<file path="config.mk">
export PLATFORM = sky130hd
export DESIGN_NAME = uart_tx_fifo
export DESIGN_NICKNAME = d
export VERILOG_FILES = /design/src/rtl/uart_tx_fifo.sv
export SDC_FILE = /design/constraint.sdc
export NUM_CORES = 1
export LEC_CHECK = 0
export ABC_AREA = 1
export CAP_MARGIN = 20
export CORE_MARGIN = 4
export CORE_UTILIZATION = 50
export DETAILED_ROUTE_END_ITERATION = 6
export PLACE_DENSITY = 0.69
export SYNTH_ARGS = -nofsm -noshare
export SYNTH_HDL_FRONTEND = slang
export SYNTH_SLANG_ARGS = --single-unit
export TNS_END_PERCENT = 1
</file>
<file path="constraint.sdc">
create_clock -name clk -period 2.5 [get_ports clk]
set_clock_uncertainty 0.1 [all_clocks]
set_input_delay 0.25 -clock clk [delete_from_list [all_inputs] [get_ports clk]]
set_output_delay 0.25 -clock clk [all_outputs]
set_load 0.005 [all_outputs]
</file>
<file path="src/rtl/uart_tx_fifo.sv">
`default_nettype none
// ============================================================================
// uart_tx_fifo : UART transmitter with write FIFO, parametrised frame format
// Revision 1.0 : initial release
// ============================================================================
module uart_tx_fifo #(
    parameter int DATA_BITS  = 8,
    parameter int OVERSAMPLE = 16,
    parameter int PARITY_EN  = 0,
    parameter int PARITY_ODD = 0,
    parameter int STOP_BITS  = 1,
    parameter int FIFO_DEPTH = 4
) (
    input  logic                            clk,
    input  logic                            rst,
    input  logic [DATA_BITS-1:0]            data,
    input  logic                            en_tx,
    input  logic                            en,
    input  logic                            clr_ovf,
    output logic                            tbr,
    output logic                            tx_busy,
    output logic [$clog2(FIFO_DEPTH):0]     fifo_cnt,
    output logic                            ovf,
    output logic                            TxD
);

    localparam int PW = $clog2(FIFO_DEPTH);
    localparam int CW = PW + 1;
    localparam int TW = $clog2(OVERSAMPLE);
    localparam int BW = $clog2(DATA_BITS);

    localparam logic [2:0] S_IDLE   = 3'd0;
    localparam logic [2:0] S_START  = 3'd1;
    localparam logic [2:0] S_DATA   = 3'd2;
    localparam logic [2:0] S_PARITY = 3'd3;
    localparam logic [2:0] S_STOP   = 3'd4;

    logic [DATA_BITS-1:0] r_mem [FIFO_DEPTH];
    logic [PW-1:0]        r_wr_ptr;
    logic [PW-1:0]        r_rd_ptr;
    logic [CW-1:0]        r_cnt;
    logic                 r_ovf;

    logic [2:0]           r_state;
    logic [2:0]           w_state_nxt;
    logic                 r_txd;
    logic                 w_txd_nxt;
    logic [TW-1:0]        r_tick;
    logic [BW-1:0]        r_bit;
    logic                 r_stop;
    logic [DATA_BITS-1:0] r_shift;
    logic [DATA_BITS-1:0] w_shift_nxt;
    logic                 r_par;

    logic                 w_full;
    logic                 w_nempty;
    logic                 w_push;
    logic                 w_pop;
    logic                 w_bit_end;
    logic [DATA_BITS-1:0] w_head;

    assign w_full    = (r_cnt == CW'(FIFO_DEPTH));
    assign w_nempty  = (r_cnt != '0);
    assign w_push    = en_tx & ~w_full;
    assign w_head    = r_mem[r_rd_ptr];
    assign w_bit_end = en & (r_tick == TW'(OVERSAMPLE - 1));

    // ---------------------------------------------------------------- FIFO
    always_ff @(posedge clk) begin
        if (w_push) begin
            r_mem[r_wr_ptr] <= data;
        end
    end

    always_ff @(posedge clk) begin
        if (!rst) begin
            r_wr_ptr <= '0;
            r_rd_ptr <= '0;
            r_cnt    <= '0;
            r_ovf    <= 1'b0;
        end else begin
            if (w_push) begin
                r_wr_ptr <= r_wr_ptr + PW'(1);
            end
            if (w_pop) begin
                r_rd_ptr <= r_rd_ptr + PW'(1);
            end
            case ({w_push, w_pop})
                2'b10:   r_cnt <= r_cnt + CW'(1);
                2'b01:   r_cnt <= r_cnt - CW'(1);
                default: r_cnt <= r_cnt;
            endcase
            // An overflowing write in the same cycle as a clear keeps the flag set
            if (en_tx && w_full) begin
                r_ovf <= 1'b1;
            end else if (clr_ovf) begin
                r_ovf <= 1'b0;
            end
        end
    end

    // ---------------------------------------------------------- FSM: state
    always_ff @(posedge clk) begin
        if (!rst) begin
            r_state <= S_IDLE;
            r_txd   <= 1'b1;
        end else begin
            r_state <= w_state_nxt;
            r_txd   <= w_txd_nxt;
        end
    end

    // ----------------------------------------------------- FSM: next state
    always_comb begin
        w_state_nxt = r_state;
        w_pop       = 1'b0;
        case (r_state)
            S_IDLE: begin
                if (w_nempty) begin
                    w_state_nxt = S_START;
                    w_pop       = 1'b1;
                end
            end
            S_START: begin
                if (w_bit_end) begin
                    w_state_nxt = S_DATA;
                end
            end
            S_DATA: begin
                if (w_bit_end && (r_bit == BW'(DATA_BITS - 1))) begin
                    w_state_nxt = (PARITY_EN != 0) ? S_PARITY : S_STOP;
                end
            end
            S_PARITY: begin
                if (w_bit_end) begin
                    w_state_nxt = S_STOP;
                end
            end
            S_STOP: begin
                if (w_bit_end && (r_stop == 1'(STOP_BITS - 1))) begin
                    if (w_nempty) begin
                        w_state_nxt = S_START;
                        w_pop       = 1'b1;
                    end else begin
                        w_state_nxt = S_IDLE;
                    end
                end
            end
            default: w_state_nxt = S_IDLE;
        endcase
    end

    // --------------------------------------------------------- FSM: output
    // TxD is decoded from the next state so the line level tracks the state register
    always_comb begin
        w_shift_nxt = r_shift;
        if (w_pop) begin
            w_shift_nxt = w_head;
        end else if ((r_state == S_DATA) && w_bit_end) begin
            w_shift_nxt = r_shift >> 1;
        end
        case (w_state_nxt)
            S_START:  w_txd_nxt = 1'b0;
            S_DATA:   w_txd_nxt = w_shift_nxt[0];
            S_PARITY: w_txd_nxt = r_par;
            default:  w_txd_nxt = 1'b1;
        endcase
    end

    // ------------------------------------------------------------ datapath
    always_ff @(posedge clk) begin
        if (!rst) begin
            r_tick  <= '0;
            r_bit   <= '0;
            r_stop  <= 1'b0;
            r_shift <= '0;
            r_par   <= 1'b0;
        end else begin
            r_shift <= w_shift_nxt;
            if (w_pop) begin
                r_tick <= '0;
                r_par  <= (^w_head) ^ (PARITY_ODD != 0);
            end else if ((r_state != S_IDLE) && en) begin
                r_tick <= w_bit_end ? '0 : r_tick + TW'(1);
            end
            if ((r_state == S_START) && w_bit_end) begin
                r_bit <= '0;
            end else if ((r_state == S_DATA) && w_bit_end) begin
                r_bit <= r_bit + BW'(1);
            end
            if ((w_state_nxt == S_STOP) && (r_state != S_STOP)) begin
                r_stop <= 1'b0;
            end else if ((r_state == S_STOP) && w_bit_end) begin
                r_stop <= r_stop + 1'b1;
            end
        end
    end

    assign tbr      = ~w_full;
    assign tx_busy  = (r_state != S_IDLE) | w_nempty;
    assign fifo_cnt = r_cnt;
    assign ovf      = r_ovf;
    assign TxD      = r_txd;

endmodule
`default_nettype wire

</file>
### Word-level counts from Yosys, hierarchy flattened

Memories as Yosys holds them, arrays and structs flattened. A register that Yosys moved wholly into a read port is not among the register bits.
Cells that the tools add are included.

* word-level logic and storage cells: 79
* flip-flop bits (word level): 29
* input port bits: 13
* memories kept: 1
* output and inout port bits: 7
* memory bits (writable): 32

* reductions and logical operators: 18
* bitwise logic cells: 6
* $add $sub $neg: 7
* muxes and demuxes: 21
* equal/unequal tests: 14

Memory list
* r_mem: depth 4, width 8, rd ports 1, clocked after memory_dff 1, write ports 1, RTL line 38 `logic [DATA_BITS-1:0] r_mem [FIFO_DEPTH];`

Operators by type and width (count)
* two-way mux 8 bit: 2
* two-way mux 3 bit: 5
* one-hot mux 3 bit (5 select lines): 1
* == test 3 x 2 -> 1 bit, second input constant: 4
* == test 3 bit, second input constant: 4
* logical AND 1 bit: 8
* parity 8 bit: 1
* two-way mux 1 bit: 7
* adder 3 x 1 -> 3 bit, second input constant: 2
* == test 3 x 1 -> 1 bit, second input constant: 2
* one-hot mux 3 bit (2 select lines): 1
* nonzero test 2 bit: 3
* nonzero test 3 bit: 2
* OR reduction 2 bit: 3
* adder 2 x 1 -> 2 bit, second input constant: 2
* adder 4 x 1 -> 4 bit, second input constant: 1
* == test 4 bit, second input constant: 1
* two-way mux 2 bit: 2
* two-way mux 4 bit: 1
* logical NOT 3 bit: 1
* inequality test 3 bit, second input constant: 1
* inverter 1 bit: 3
* one-hot mux 1 bit (3 select lines): 1
* subtractor 3 x 1 -> 3 bit, second input constant: 1
* 6 further kinds: 7

### Depth between registers and ports, before layout

* depth in word-level cells: 8
* gate-level depth with buffers: 15
* gate-level depth less buffers: 13

### Worst setup path before layout

OpenSTA, ideal clock, no wires.

* kind: register to register
* start: register r_tick[0]
* end: register r_cnt[2], in the netlist fifo_cnt[2]
* arrival: 2.113 ns
* data required time: 2.278 ns
* setup slack: 0.165 ns
* period minus slack after synthesis: 2.335 ns
* cell stages (with the launch flop): 14
* library setup time: 0.122 ns
* buffers on the path: 1
* cells stage by stage: dfxtp_1 -> ha_1 -> nand4_2 -> o21ai_2 -> nand2_2 -> inv_2 -> buf_6 -> ha_1 -> inv_1 -> fa_1 -> a21oi_1 -> o21ai_0 -> o21ai_0 -> a21oi_1

* longest elaborated chain between the ends: 7
* elaborated cells between the ends (all ways): 9
* those cells by class: 3 x eq/ne; 3 x mux; 1 x bitwise; 2 x reduce/logical

Ends and longest elaborated chain
* from (decl): RTL line 48 `logic [TW-1:0] r_tick;`
* from (signal assigned): RTL line 184 `r_tick <= w_bit_end ? '0 : r_tick + TW'(1);`
* == test 4 bit *: RTL line 66 `assign w_bit_end = en & (r_tick == TW'(OVERSAMPLE - 1));`
* bitwise AND 1 bit *: RTL line 66
* logical AND 1 bit *: RTL line 140 `if (w_bit_end && (r_stop == 1'(STOP_BITS - 1))) begin`
* two-way mux 1 bit *: RTL line 140
* one-hot mux 1 bit (2 select lines) *: RTL line 117 `case (r_state)`
* == test 2 x 1 -> 1 bit or == test 2 bit (tied branches): RTL line 88 `case ({w_push, w_pop})`
* one-hot mux 3 bit (2 select lines) or nonzero test 2 bit (tied branches)
* to (signal assigned): RTL line 89 `2'b10: r_cnt <= r_cnt + CW'(1);`
* to (signal assigned): RTL line 90 `2'b01: r_cnt <= r_cnt - CW'(1);`
* to (signal assigned): RTL line 91 `default: r_cnt <= r_cnt;`
* to (decl): RTL line 41 `logic [CW-1:0] r_cnt;`

Every way passes the cells marked *; elsewhere a longest branch is shown, timed or not.
A chain may end at the register's enable or synchronous reset.

### Worst setup path after layout

Same ends and word-level chain as after synthesis.

==> run metrics <==
outcome complete, no violations; f_max 0.441 GHz; routed len/inst 12.0 µm; Critical R2R Launch r_tick[0]; NetSw 1.56 mW; synth top area cells edfxtp_1, dfxtp_1, nand2_1; PD cells 1120 mW/mm²; post-DP HPWL 4.09 mm; Worst setup EP type flop; Mapped Area 0.00303 mm²; final weighted congestion in routability-driven placement 0.855; critical path class flop to flop; hold buffer count at CTS 0; library cells used by synthesis 32; GRT Resource Usage Total 0.172; Hold EP r_shift[7]; via count 2316; CP Buf/Inv Count 2; period utilisation layout 0.907; post-synthesis sequential area ratio 0.522; Max Cap Viol 0; most frequent cells in the layout nand2_1, edfxtp_1, dfxtp_1, nor2_1; Slew HR 0.700; total CTS buffers 9; Post-Syn Instances 364; Total Power 3.93 mW; CP delay by family, top adder cells; I/O pins 20; Hold WC Path Type flop to flop; first-pass GRT wire length 9.72 mm; clk_lat worst skew 340 ps; DR pass1 iterations 4; slowest CP cell dfxtp_1; area share of the largest cell type after synthesis 0.317; Sw Share 0.396; cell-internal power 2.38 mW; Die H 85.8 µm; setup slack, reg-to-reg 230 ps; final setup vio count 0; total negative slack 0 ps; clk sinks 63; vias in the first global route 2101; Pleak 1.54 nW; flops & latches, synth 63; min Tclk post-route 2270 ps; worst-margin pin slew 449 ps; layout cells sized above 1 0.115; max-slew violations 0; Area Overhead vs Synth 15.9%; Die W 85.8 µm; VDD IR max 0.000721 V; diodes inserted 0; HP Start r_shift[7]; Mapped Nets 386; WP data required 2630 ps; CTS tree yes; IO Port Bufs 19; worst stage delay on the critical path 380 ps; commonest non-fill, non-tap cell in the layout nand2_1; clock root cell clkbuf_8; worst reg2reg path depth 12; largest net degree at the start of global routing 18; H-Tree Depth 3; Avg Cell Area, Syn 8.32 µm²; Critical Path AT 2400 ps; clock power share 0.227; Worst-path clk slew 70 ps; Critical Path, Cell by Cell ha_1 -> nand4_2 -> o21ai_2 -> nand2_2 -> inv_2 -> ha_1 -> inv_1 -> fa_1 -> a21oi_1 -> o21ai_0 -> o21ai_0 -> a21oi_1; Max Fanout on Critical Path 4; Die ar. 0.00737 mm²; RSZ-0062 raised after global routing no; Initial Utilization 0.514; sequential share of power 0.359; hold depth 2; Nets 417; area leader, netlist edfxtp_1; area of the core 0.00589 mm²; final hold vios 0; Setup Buffers After CTS 0; Post-CTS Resized 0; Vias per Instance 4.88; antenna-violating nets left 0; clk buf depth 2; drt total wl 5.68 mm; CP startpoint kind flop; DRC errors left 0; grt total ovfl 0; # rows 28; synth warn 0; initial antenna violation count 0; Worst R2R End fifo_cnt[2]; Logic pwr share 0.414; Iteration-0 DRC Markers 100
tightest hold or removal path, delay by kind of cell, from the launching register on:
family          cells  cell delay (ps)
flops               1              310
compound gates      1               50
simple gates        1               60
Yosys cell counts:
cell type and instances:
nor2_4 1, ha_1 8, nand4_1 3, nand3_1 22, nand3_2 1, nor2_1 25, inv_4 1, inv_1 23
nor4_1 1, a211oi_1 1, a221oi_1 1, nor3_1 3, buf_2 1, nor3b_1 1, o21ai_0 12, o21ai_1 2
nand2_1 142, dfxtp_1 31, clkbuf_1 2, fa_1 1, buf_4 2, buf_12 1, nand4_2 1, inv_6 1
inv_2 3, a21oi_1 23, o21ai_2 1, xor2_1 3, nand2_2 11, buf_6 3, o2111ai_1 1, edfxtp_1 32
power groups by stage:
| stage | clock (mW) | combinational (mW) | sequential, mW |
|---|---|---|---|
| after detailed placement | 0 | 1.62 | 1.44 |
| after CTS | 0.912 | 1.63 | 1.41 |
| final | 0.892 | 1.63 | 1.41 |
| after global routing | 0.961 | 1.87 | 1.44 |
| after global placement | 0 | 1.58 | 1.43 |
| after floorplan | 0 | 1.28 | 1.39 |
sequential cells by signal (all words and copies together), names as in the netlist, named ones only:
register,cells
r_bit,3
r_tick,4
r_mem,32
r_state,3
fifo_cnt,3
r_stop,1
r_par,1
r_wr_ptr,2
r_shift,8
TxD,1
ovf,1
r_rd_ptr,2
metal layers:
metal / up-vias / track usage / share of wire
li1: 1251 / - / -
met1: 1031 / 0.223 / 0.50
met2: 29 / 0.268 / 0.46
met3: 5 / 0.0548 / 0.033
met4: 0 / 0.0676 / 0.013
met5: - / 0 / 0
per-stage QoR:
stage                     setup WS (ps)  instances  cell area [µm²]  hold WS [ps]   util
final                               233        475             3510           360  0.596
after global routing               92.6        475             3510           393  0.596
after global placement              127        459             3310           350  0.562
after detailed placement           43.2        459             3310           358  0.562
after floorplan                     165        364             3030           249      -
after CTS                           225        475             3510           367  0.596
worst max path at each step:
| stage | slack, ps | from | to | cells past startpoint |
|---|---|---|---|---|
| 3_5_place_dp | 40 | en | fifo_cnt[2] | 12 |
| 6_report | 230 | r_tick[0] | fifo_cnt[2] | 12 |
| 4_1_cts | 220 | r_tick[0] | fifo_cnt[2] | 12 |
| 5_1_grt | 90 | r_tick[0] | fifo_cnt[2] | 12 |
| 3_3_place_gp | 130 | en | fifo_cnt[2] | 12 |
| 2_1_floorplan | 170 | r_tick[0] | fifo_cnt[2] | 13 |
area by class of cell:
type                            instances  area [µm²]
Sequential cell                        63        1580
Timing Repair Buffer                   29         265
Inverter                               28         113
Tap cell                               75        93.8
Fill cell                             501        2380
Clock buffer                           10         138
Clock inverter                          6        65.1
Multi-Input combinational cell        264        1250
cell families (layout without fill, tap and decap cells):
family          after synthesis  count (layout)  share of synthesized area
simple gates                211             211                      0.293
flops                        63              63                      0.522
compound gates               41              41                     0.0723
buf+inv                      37              73                     0.0640
fa+ha+maj                     9               9                     0.0397
xor+xnor                      3               3                    0.00868
No activity file was read; power rests on OpenSTA's default activity.
